$ cat config.mk
export PLATFORM = sky130hd
export DESIGN_NAME = regset_seq_ctrl
export DESIGN_NICKNAME = d
export VERILOG_FILES = /design/src/rtl/regset_seq_ctrl.sv
export SDC_FILE = /design/constraint.sdc
export NUM_CORES = 1
export LEC_CHECK = 0
export CORE_MARGIN = 2
export CORE_UTILIZATION = 29
export CTS_BUF_LIST = sky130_fd_sc_hd__clkbuf_16
export CTS_CLUSTER_DIAMETER = 80
export CTS_CLUSTER_SIZE = 20
export DETAILED_ROUTE_END_ITERATION = 10
export GPL_ROUTABILITY_DRIVEN = 0
export GPL_TIMING_DRIVEN = 0
export PLACE_DENSITY = 0.46
export RECOVER_POWER = 50
export REMOVE_ABC_BUFFERS = 1
export SLEW_MARGIN = 10
export SYNTH_ARGS = -nofsm -noshare
export SYNTH_HDL_FRONTEND = slang
export SYNTH_SLANG_ARGS = --single-unit
$ cat constraint.sdc
create_clock -name clk -period 4.1 [get_ports clk]
set_input_delay 0.82 -clock clk [delete_from_list [all_inputs] [get_ports clk]]
set_output_delay 0.82 -clock clk [all_outputs]
set_load 0.005 [all_outputs]
$ cat src/rtl/regset_seq_ctrl.sv
// Five-cycle instruction sequencer for the 6-bit CPU: IDLE/DECODE/READ/EXEC/WB, one write per instruction.
// Accepts a new instruction only in IDLE (instr_ready); HALT parks it until reset, illegal indices set err.
module regset_seq_ctrl #(
  parameter int DW   = 6,
  parameter int AW   = 3,
  parameter int NREG = 5,
  parameter int CW   = 8
) (
  input  logic          clk,
  input  logic          rst_n,
  input  logic          instr_valid,
  input  logic [11:0]   instr,
  output logic          instr_ready,
  output logic [AW-1:0] rf_ra,
  output logic [AW-1:0] rf_rb,
  input  logic [DW-1:0] rf_a,
  input  logic [DW-1:0] rf_b,
  output logic [AW-1:0] rf_wr,
  output logic          rf_we,
  output logic [DW-1:0] rf_wrd,
  output logic          busy,
  output logic          carry,
  output logic          halted,
  output logic          err,
  output logic [CW-1:0] retired
);

  typedef enum logic [2:0] {
    S_IDLE, S_DECODE, S_READ, S_EXEC, S_WB, S_HALTED
  } state_t;

  localparam logic [2:0] OP_NOP  = 3'b000;
  localparam logic [2:0] OP_ADD  = 3'b001;
  localparam logic [2:0] OP_SUB  = 3'b010;
  localparam logic [2:0] OP_AND  = 3'b011;
  localparam logic [2:0] OP_OR   = 3'b100;
  localparam logic [2:0] OP_LDI  = 3'b101;
  localparam logic [2:0] OP_MOV  = 3'b110;
  localparam logic [2:0] OP_HALT = 3'b111;

  localparam logic [AW:0] LIM = (AW+1)'(NREG);

  state_t        r_state;
  state_t        w_next;
  logic [11:0]   r_ir;
  logic [DW-1:0] r_opa;
  logic [DW-1:0] r_opb;
  logic [DW-1:0] r_result;
  logic          r_carry;
  logic          r_halted;
  logic          r_err;
  logic [CW-1:0] r_retired;
  logic [AW-1:0] r_rf_ra;
  logic [AW-1:0] r_rf_rb;
  logic [AW-1:0] r_rf_wr;
  logic [DW-1:0] r_rf_wrd;
  logic          r_rf_we;

  logic [2:0]    w_op;
  logic [AW-1:0] w_rd;
  logic [AW-1:0] w_ra;
  logic [AW-1:0] w_rb;
  logic          w_rd_bad;
  logic          w_ra_bad;
  logic          w_rb_bad;
  logic          w_illegal;
  logic [DW:0]   w_sum;
  logic [DW-1:0] w_alu;
  logic          w_alu_c;

  assign w_op     = r_ir[11:9];
  assign w_rd     = r_ir[8:6];
  assign w_ra     = r_ir[5:3];
  assign w_rb     = r_ir[2:0];
  assign w_rd_bad = {1'b0, w_rd} >= LIM;
  assign w_ra_bad = {1'b0, w_ra} >= LIM;
  assign w_rb_bad = {1'b0, w_rb} >= LIM;

  // NOP and HALT name no registers, so they can never be illegal.
  always_comb begin
    w_illegal = 1'b0;
    case (w_op)
      OP_ADD, OP_SUB, OP_AND, OP_OR: w_illegal = w_rd_bad | w_ra_bad | w_rb_bad;
      OP_LDI:                        w_illegal = w_rd_bad;
      OP_MOV:                        w_illegal = w_rd_bad | w_ra_bad;
      default:                       w_illegal = 1'b0;
    endcase
  end

  assign w_sum = {1'b0, r_opa} + {1'b0, r_opb};

  always_comb begin
    w_alu   = r_result;
    w_alu_c = r_carry;
    case (w_op)
      OP_ADD: begin
        w_alu   = w_sum[DW-1:0];
        w_alu_c = w_sum[DW];
      end
      OP_SUB: begin
        w_alu   = r_opa - r_opb;
        w_alu_c = r_opa < r_opb;
      end
      OP_AND:  w_alu = r_opa & r_opb;
      OP_OR:   w_alu = r_opa | r_opb;
      OP_LDI:  w_alu = r_ir[DW-1:0];
      OP_MOV:  w_alu = r_opa;
      default: w_alu = r_result;
    endcase
  end

  always_comb begin
    w_next = r_state;
    case (r_state)
      S_IDLE:   if (instr_valid) w_next = S_DECODE;
      S_DECODE: begin
        if (w_op == OP_HALT)  w_next = S_HALTED;
        else if (w_illegal)   w_next = S_IDLE;
        else                  w_next = S_READ;
      end
      S_READ:   w_next = S_EXEC;
      S_EXEC:   w_next = S_WB;
      S_WB:     w_next = S_IDLE;
      S_HALTED: w_next = S_HALTED;
      default:  w_next = S_IDLE;
    endcase
  end

  always_ff @(posedge clk or negedge rst_n) begin
    if (!rst_n) begin
      r_state   <= S_IDLE;
      r_ir      <= '0;
      r_opa     <= '0;
      r_opb     <= '0;
      r_result  <= '0;
      r_carry   <= 1'b0;
      r_halted  <= 1'b0;
      r_err     <= 1'b0;
      r_retired <= '0;
      r_rf_ra   <= '0;
      r_rf_rb   <= '0;
      r_rf_wr   <= '0;
      r_rf_wrd  <= '0;
      r_rf_we   <= 1'b0;
    end else begin
      r_state <= w_next;
      r_rf_we <= 1'b0;
      case (r_state)
        S_IDLE: if (instr_valid) r_ir <= instr;
        S_DECODE: begin
          if (w_op == OP_HALT) begin
            r_halted <= 1'b1;
          end else if (w_illegal) begin
            r_err <= 1'b1;
          end else begin
            r_rf_ra <= w_ra;
            r_rf_rb <= w_rb;
          end
        end
        S_READ: begin
          r_opa <= rf_a;
          r_opb <= rf_b;
        end
        // Write port is loaded here so rf_we is a clean register during WB.
        S_EXEC: begin
          r_result <= w_alu;
          r_carry  <= w_alu_c;
          if (w_op != OP_NOP) begin
            r_rf_we  <= 1'b1;
            r_rf_wr  <= w_rd;
            r_rf_wrd <= w_alu;
          end
        end
        S_WB:    r_retired <= r_retired + 1'b1;
        default: ;
      endcase
    end
  end

  assign instr_ready = (r_state == S_IDLE);
  assign busy        = (r_state != S_IDLE) && (r_state != S_HALTED);
  assign carry       = r_carry;
  assign halted      = r_halted;
  assign err         = r_err;
  assign retired     = r_retired;
  assign rf_ra       = r_rf_ra;
  assign rf_rb       = r_rf_rb;
  assign rf_wr       = r_rf_wr;
  assign rf_we       = r_rf_we;
  assign rf_wrd      = r_rf_wrd;

endmodule

; After elaboration in Yosys (flattened, before gate mapping)
; Cells that the tools add are included.
[word_totals]
in_bits = 27
latch_bits = 0
rom_bits = 0
regBits = 60
ram_bits = 0
mem_count = 0
out_inout_bits = 29
[classes]
addsub = 3
div = 0
reduce_logical = 12
shifts = 0
bitwise = 6
mul = 0
eq_ne = 14
n_lt_le_gt_ge = 4
mux = 9
[ops]
columns = op, count
row1 = one-hot mux 6 bit (6 select lines), 1
row2 = "== test 3 bit, second input constant", 6
row3 = one-hot mux 3 bit (5 select lines), 1
row4 = "== test 3 x 2 -> 1 bit, second input constant", 4
row5 = "greater-or-equal comparator 3 bit, second input constant", 3
row6 = "adder 8 x 1 -> 8 bit, second input constant", 1
row7 = AND reduction 2 bit, 4
row8 = adder 6 x 6 -> 7 bit, 1
row9 = bitwise AND 6 bit, 1
row10 = "== test 3 x 1 -> 1 bit, second input constant", 2
row11 = less-than comparator 6 bit, 1
row12 = two-way mux 3 bit, 2
row13 = OR 6 bit, 1
row14 = AND reduction 3 bit, 2
row15 = nonzero test 3 bit, 2
row16 = subtractor 6 bit, 1
row17 = OR reduction 4 bit, 1
row18 = zero test 3 bit, 1
row19 = "inequality test 3 bit, second input constant", 1
row20 = one-hot mux 1 bit (3 select lines), 1
row21 = two-way mux 1 bit, 2
row22 = two-way mux 2 bit, 1
row23 = "inequality test 2 bit, second input constant", 1
row24 = NOT 1 bit, 2
row25 = other kinds (4), 5

; Depth between registers and ports, before layout
; Gate-level depths: netlist of run 1.
[depth]
ltp_word = 7
mapped_depth = 9
mapped_depth_nobuf = 9

; Worst setup path before layout of run 1
; No wires, ideal clock.
[synth_path]
kind = register -> register
startpoint = register r_opa[0]
endpoint = register r_result[1]
arrival_time_ps = 1779
stages_incl_launch_ff = 8
period_less_slack_ps = 1914
setup_slack_ps = 2186
required_ps = 3965
path_cell_list = dfrtp_1 inv_1 ha_1 inv_1 fa_1 mux4_2 mux2i_1 o21ai_0
[synth_via]
elab_chain_cells = 2
word_cells_on_any_way = 3
cone_classes = 2 x add/sub / 1 x mux
[synth_rtl]
columns = item, line
row1 = from (decl), 46  ; logic [DW-1:0] r_opa;
row2 = from (signal assigned), 161  ; r_opa <= rf_a;
row3 = subtractor 6 bit or adder 6 x 6 -> 7 bit (tied branches), "101, 90"
row4 = one-hot mux 6 bit (6 select lines) (*), 95  ; case (w_op)
row5 = to (signal assigned), 166  ; r_result <= w_alu;
row6 = to (decl), 48  ; logic [DW-1:0] r_result;
; Mark *: on every way between the ends. The rest lies on a longest branch, timed or not.
; A chain may end at the register's enable or synchronous reset.

; Worst setup path after layout of run 1
[layout_path]
startpoint = register r_ir[10]
endpoint = register r_rf_wr[0] (netlist: rf_wr[0])
[layout_via]
elab_chain_cells = 2
[layout_rtl]
columns = item, line
row1 = from (decl), 45  ; logic [11:0] r_ir;
row2 = from (signal assigned), 149  ; S_IDLE: if (instr_valid) r_ir <= instr;
row3 = nonzero test 3 bit, 168  ; if (w_op != OP_NOP) begin
row4 = AND reduction 2 bit (no line), --
row5 = to (signal assigned), 170  ; r_rf_wr <= w_rd;
row6 = to (decl), 55  ; logic [AW-1:0] r_rf_wr;
; No other way between the ends.

==> results of run 1 <==
placed cells by master (no fill, tap or decap), types with 6 or more instances in the layout:
master,netlist,routed
a21oi_1,14,14
clkbuf_16,0,9
clkdlybuf4s50_1,0,54
dfrtp_1,60,60
ha_1,19,19
inv_1,21,21
mux2_2,15,15
mux2_4,6,6
nand2_1,30,30
nand3_1,8,8
nor2_1,22,22
o21ai_0,32,32
xnor2_1,9,9
area by class of cell:
class / instances / area (µm²)
inverters: 21 / 78.8
multi-input cells: 237 / 1730
repair buffers: 57 / 576
flip-flops and latches: 60 / 1500
fillers: 1147 / 7080
clock inverters: 7 / 88.8
clock buffers: 9 / 225
well taps: 143 / 179
through the flow:
step,hold WS (ns),std cells,instance area [µm²],utilization (%)
after floorplan,0.451,318,3310,-
after global placement,0.449,516,4040,35.3
after detailed placement,0.448,518,4090,35.6
after CTS,0.467,534,4400,38.4
after global routing,0.493,534,4380,38.2
final,0.468,534,4380,38.2
worst max path at each step:
stage / slack (ns) / startpoint / depth (start not counted) / end
4_1_cts: 1.51 / r_ir[10]$_DFFE_PN0P_ / 3 / rf_wr[0]$_DFFE_PN0P_
6_report: 1.52 / r_ir[10]$_DFFE_PN0P_ / 3 / rf_wr[0]$_DFFE_PN0P_
5_1_grt: 1.22 / r_ir[10]$_DFFE_PN0P_ / 4 / rf_wrd[3]$_DFFE_PN0P_
3_3_place_gp: 0.08 / rst_n / 1 / rf_we$_DFF_PN0_
2_1_floorplan: 2.06 / r_state[0]$_DFFE_PN0P_ / 2 / r_opa[0]$_DFFE_PN0N_
3_5_place_dp: 1.42 / instr_valid / 3 / r_ir[9]$_DFFE_PN0P_
logic make-up after synthesis:
kind of cell / Yosys count / share of synthesized area (%)
AND/OR/NAND/NOR: 94 / 13.8
adder cells (fa/ha/maj): 22 / 8.41
AO/OA/AOI/OAI: 83 / 15.6
multiplexers: 26 / 9.77
XOR/XNOR: 12 / 3.07
flip-flops: 60 / 43.9
buffers and inverters: 40 / 5.41
report_power, final:
| part | switching (µW) | internal (µW) |
|---|---|---|
| sequential | 354 | 861 |
| clock | 279 | 529 |
| combinational | 857 | 956 |
| total | 1490 | 2350 |
worst reg2reg max path, stage by stage (launching register included):
cell and delay [ns]:
dfrtp_1 1.02, nor3_2 0.25, nor2_1 0.79, mux2_2 0.41
state kept, by name, indices dropped and copies added, names as in the netlist:
signal,count
r_ir,12
err,1
rf_we,1
retired,8
r_result,6
r_state,3
rf_wrd,6
carry,1
halted,1
r_opb,6
rf_ra,3
rf_wr,3
rf_rb,3
r_opa,6
layer usage:
layer / track usage [%] / wire length (µm)
met5: 0 / 0
met2: 20.1 / 3570
met3: 3.56 / 383
met4: 3.41 / 68
met1: 20.6 / 4330
==> flow_metrics.py, run 1 <==
metrics = {
    "outcome": {
        "status": "finished with violations",
        "violations": "capacitance limit",
    },
    "power_and_ir_drop": {
        "pwr_density_cell_nw_per_um2": 875,
        "leakagePower_uw": 0.00185,
        "irDropWorstVdd_v": 0.000300,
        "power.total_uw": 3840,
    },
    "routing": {
        "viasPerCell": 4.82,
        "drtIter0Drc": 143,
        "vias": 2574,
        "ant_nets": 0,
        "first_pass_iters": 4,
        "wire_per_inst_um": 15.6,
        "wl_um": 8350,
        "drc": 0,
    },
    "placement": {
        "dp_worst_setup_slack_ns": 1.42,
        "hpwl_um": 5790,
        "io_buffers": 55,
    },
    "critical_path": {
        "critPathLaunchType": "flip-flop",
        "crit_family": "simple AND/OR/NAND/NOR gates",
        "worst-endpoint-arrival_ns": 2.79,
        "path_buf_inv": 0,
        "critPathKind": "reg -> reg",
        "worstRegToRegCells": 3,
        "critPathMaxStageDelay_ns": 1.02,
        "path_cells": "nor3_2 -> nor2_1 -> mux2_2",
        "slowest_stage": "dfrtp_1",
        "critPathMaxFanout": 31,
        "regToRegEndpoint": "rf_wr[0]$_DFFE_PN0P_",
        "crit_path_end_kind": "flip-flop",
        "r2r_setup_slack_ns": 1.52,
        "r2r-start": "r_ir[10]$_DFFE_PN0P_",
        "required_ns": 4.31,
    },
    "yosys": {
        "synth_cell_types": 59,
        "post-synth-top-area-cell": "dfrtp_1",
        "synth.most_common_cell": "dfrtp_1",
        "syn_area_um2": 3420,
        "synth_area_leaders": "dfrtp_1 (44%), ha_1 (6.9%), mux2_2 (4.9%)",
        "synth-async-reset-ratio_pct": 100,
        "synth_ff_type": "dfrtp_1",
        "synth_top_area_share_pct": 43.9,
        "yosys_warnings": 0,
        "syn_area_per_cell_um2": 10.2,
        "synth_common_cells": "dfrtp_1 (60), o21ai_0 (32), nand2_1 (30)",
        "synth-seq-cells": 60,
        "syn_inst": 337,
        "synth_edf_count": 0,
        "ys_seq_area_share_pct": 43.9,
    },
    "clocking": {
        "clock_path_buffers": 2,
        "cts_root_buf": "clkbuf_16",
        "cts_resized": 0,
        "postCtsSetupRepairBufs": 0,
        "clk_pin_slew_ns": 0.06,
        "clk_latency_ns": 0.32,
        "cts.sinks": 60,
        "ctsHtreeMaxLevel": 3,
        "holdBufCountCts": 0,
        "cts_made_buffers": 9,
        "cts_tree": "done",
    },
    "sta": {
        "finalHoldViolCount": 0,
        "relSlewSlack_pct": 0.972,
        "rsz0062_at_grt": "no",
        "fin_ws_ns": 1.52,
        "finClkSkew_ns": 0.0104,
        "fmax_ghz": 0.388,
        "drv_slew": 0,
        "final.min_clock_period_ns": 2.58,
        "setup_violations": 0,
        "worstMarginPinSlew_ns": 1.48,
        "setup_tns_ns": 0,
        "fin_crit_sh_pct": 62.9,
    },
    "floorplan": {
        "dieArea_um2": 12700,
        "die_y_um": 113,
        "start_util_pct": 29.8,
        "coreArea_um2": 11500,
        "rows": 39,
        "dieWidth_um": 113,
        "io_pins": 56,
    },
    "grt": {
        "antenna_found_initial": 0,
        "overflow": 0,
        "grt_start_max_net_pins": 61,
        "grt_pass1_vias": 2621,
        "track_usage_pct": 13.9,
        "grt_pass1_wl_um": 13900,
    },
    "worst_hold_path": {
        "holdCritPathClass": "reg -> reg",
        "whs_endpoint": "halted$_DFFE_PN0P_",
        "worstHoldPathCells": 1,
        "min_from": "halted$_DFFE_PN0P_",
    },
    "cells_and_area": {
        "fin_nets": 434,
        "final_layout_size_suffix_gt1_share_pct": 11.3,
        "antenna-diode-count": 0,
        "area_growth_pct": 28.1,
    },
    "flow_run": {
        "maxCapViolations": 1,
    },
}
Note: power is estimated with default switching activity, not from simulation.
==> inputs of run 2 (changes only) <==
clock period = 2.61 ns   (was 4.1 ns; I/O delays follow)
==> flow_metrics.py, run 2 (synthesis results as in run 1) <==
metrics = {
    "outcome": {
        "status": "finished with violations",
        "violations": "capacitance limit, slew limit",
    },
    "grt": {
        "track_usage_pct": 13.9,
        "grt_pass1_vias": 2621,
        "grt_pass1_wl_um": 13900,
        "overflow": 0,
        "antenna_found_initial": 0,
        "grt_start_max_net_pins": 61,
    },
    "worst_hold_path": {
        "whs_endpoint": "halted$_DFFE_PN0P_",
        "holdCritPathClass": "reg -> reg",
        "worstHoldPathCells": 1,
        "min_from": "halted$_DFFE_PN0P_",
    },
    "floorplan": {
        "coreArea_um2": 11500,
        "rows": 39,
        "start_util_pct": 29.8,
        "io_pins": 56,
        "dieWidth_um": 113,
        "dieArea_um2": 12700,
        "die_y_um": 113,
    },
    "sta": {
        "relSlewSlack_pct": -2.65,
        "setup_violations": 0,
        "hold_slack_ns": 0.468,
        "finalHoldViolCount": 0,
        "fmax_ghz": 0.416,
        "drv_slew": 61,
        "fin_crit_sh_pct": 92.2,
        "final.min_clock_period_ns": 2.41,
        "worstMarginPinSlew_ns": 1.54,
        "rsz0062_at_grt": "no",
        "finClkSkew_ns": 0.0104,
    },
    "clocking": {
        "clk_latency_ns": 0.32,
        "cts_made_buffers": 9,
        "ctsHtreeMaxLevel": 3,
        "cts_root_buf": "clkbuf_16",
        "clock_path_buffers": 2,
        "cts.sinks": 60,
        "cts_tree": "done",
        "clk_pin_slew_ns": 0.05,
        "postCtsSetupRepairBufs": 0,
    },
    "cells_and_area": {
        "final_common_cell": "dfrtp_1",
        "ff_latch_area_um2": 1500,
        "fin_nets": 434,
        "fill_cells": 1146,
        "mostFrequentLayoutCells": "dfrtp_1 (59), clkdlybuf4s50_1 (43), o21ai_0 (32)",
        "fin_util_pct": 38.3,
        "final_layout_size_suffix_gt1_share_pct": 12.5,
        "area_growth_pct": 28.2,
        "regMostFlops": "r_ir",
        "largest_reg_flops": 12,
        "antenna-diode-count": 0,
        "multi_input_area_um2": 1750,
    },
    "power_and_ir_drop": {
        "leakagePower_uw": 0.00186,
        "switching_power_uw": 2350,
        "p_int_uw": 3670,
        "power.total_uw": 6020,
        "irDropWorstVdd_v": 0.000460,
        "seqPwrFrac_pct": 31.8,
        "p_sw_share_pct": 39.1,
        "pwr_density_cell_nw_per_um2": 1370,
        "power_frac_clock_pct": 21.1,
        "comb_power_share_pct": 47.1,
    },
    "critical_path": {
        "critPathLaunchType": "flip-flop",
        "slowest_stage": "dfrtp_1",
        "worstRegToRegCells": 4,
        "regToRegEndpoint": "rf_rb[2]$_DFFE_PN0P_",
        "r2r_setup_slack_ns": 0.20,
        "critPathMaxStageDelay_ns": 0.96,
        "r2r-start": "r_ir[9]$_DFFE_PN0P_",
        "worst-endpoint-arrival_ns": 2.61,
        "crit_path_end_kind": "flip-flop",
        "critPathMaxFanout": 28,
        "critPathKind": "reg -> reg",
        "path_cells": "nand2b_1 -> o311a_1 -> and3_4 -> mux2_4",
        "required_ns": 2.81,
    },
    "routing": {
        "wire_per_inst_um": 15.7,
        "wl_um": 8380,
        "first_pass_iters": 4,
        "ant_nets": 0,
        "drtIter0Drc": 142,
        "drc": 0,
        "vias": 2585,
        "viasPerCell": 4.84,
    },
    "flow_run": {
        "maxCapViolations": 1,
    },
    "placement": {
        "io_buffers": 55,
        "hpwl_um": 5790,
    },
}
[run 2: what timing repair did]
action | CTS | global route
hold buffers | 0 | 0
endpoints found under the setup margin | 0 | 14
gates resized for setup | 0 | 3
[run 2: final cells by class]
class                           count  share of cell area (%)
Inverter                           21                    1.80
Timing Repair Buffer               57                    12.9
Sequential cell                    60                    34.3
Multi-Input combinational cell    237                    39.8
Tap cell                          143                    4.08
Clock inverter                      7                    2.03
Clock buffer                        9                    5.13
[run 2: critical path, delay by kind of cell (launching register included)]
family,cells,cell delay [ns]
AND/OR/NAND/NOR,2,0.57
flip-flops,1,0.96
multiplexers,1,0.30
AO/OA/AOI/OAI,1,0.45
[run 2: worst max path at each step]
stage                           start                    to  cells past startpoint
2_1_floorplan  r_state[0]$_DFFE_PN0P_  r_opa[0]$_DFFE_PN0N_                      2
5_1_grt          r_ir[10]$_DFFE_PN0P_  rf_rb[2]$_DFFE_PN0P_                      5
4_1_cts          r_ir[10]$_DFFE_PN0P_  rf_wr[0]$_DFFE_PN0P_                      3
3_3_place_gp                    rst_n       rf_we$_DFF_PN0_                      1
3_5_place_dp     r_ir[10]$_DFFE_PN0P_  rf_wr[2]$_DFFE_PN0P_                      3
6_report          r_ir[9]$_DFFE_PN0P_  rf_rb[2]$_DFFE_PN0P_                      4
[run 2: metrics by stage]
| stage | cells | setup WS, ns | setup TNS [ns] | cell area [µm²] |
|---|---|---|---|---|
| after global routing | 534 | 0.0136 | 0 | 4390 |
| after CTS | 534 | 0.0185 | 0 | 4400 |
| after global placement | 516 | -1.11 | -74.09 | 4040 |
| after floorplan | 318 | 0.575 | 0 | 3310 |
| after detailed placement | 518 | 0.0236 | 0 | 4090 |
| final | 534 | 0.205 | 0 | 4390 |
[run 2: layer usage]
layer	part of all wire, %	vias up	wire length (µm)	GRT usage, %
met5	0	-	0	0
met4	0.81	0	68	3.41
met3	4.9	4	411	3.56
met2	43	59	3590	20.1
met1	51	1238	4310	20.6
li1	-	1284	-	-
[run 2: power groups by stage]
stage / combinational [µW] / sequential (µW) / clock (µW)
after global placement: 2850 / 1920 / 0
after global routing: 3180 / 2010 / 1350
after CTS: 2890 / 1920 / 1310
after detailed placement: 2880 / 1930 / 0
final: 2830 / 1920 / 1270
after floorplan: 1920 / 1770 / 0
==> inputs of run 3 (changes only) <==
SKIP_CTS_REPAIR_TIMING = 1   (was not set)
==> results of run 3 <==
Same layout as run 2: the final DEF is identical, and so are final timing and power.
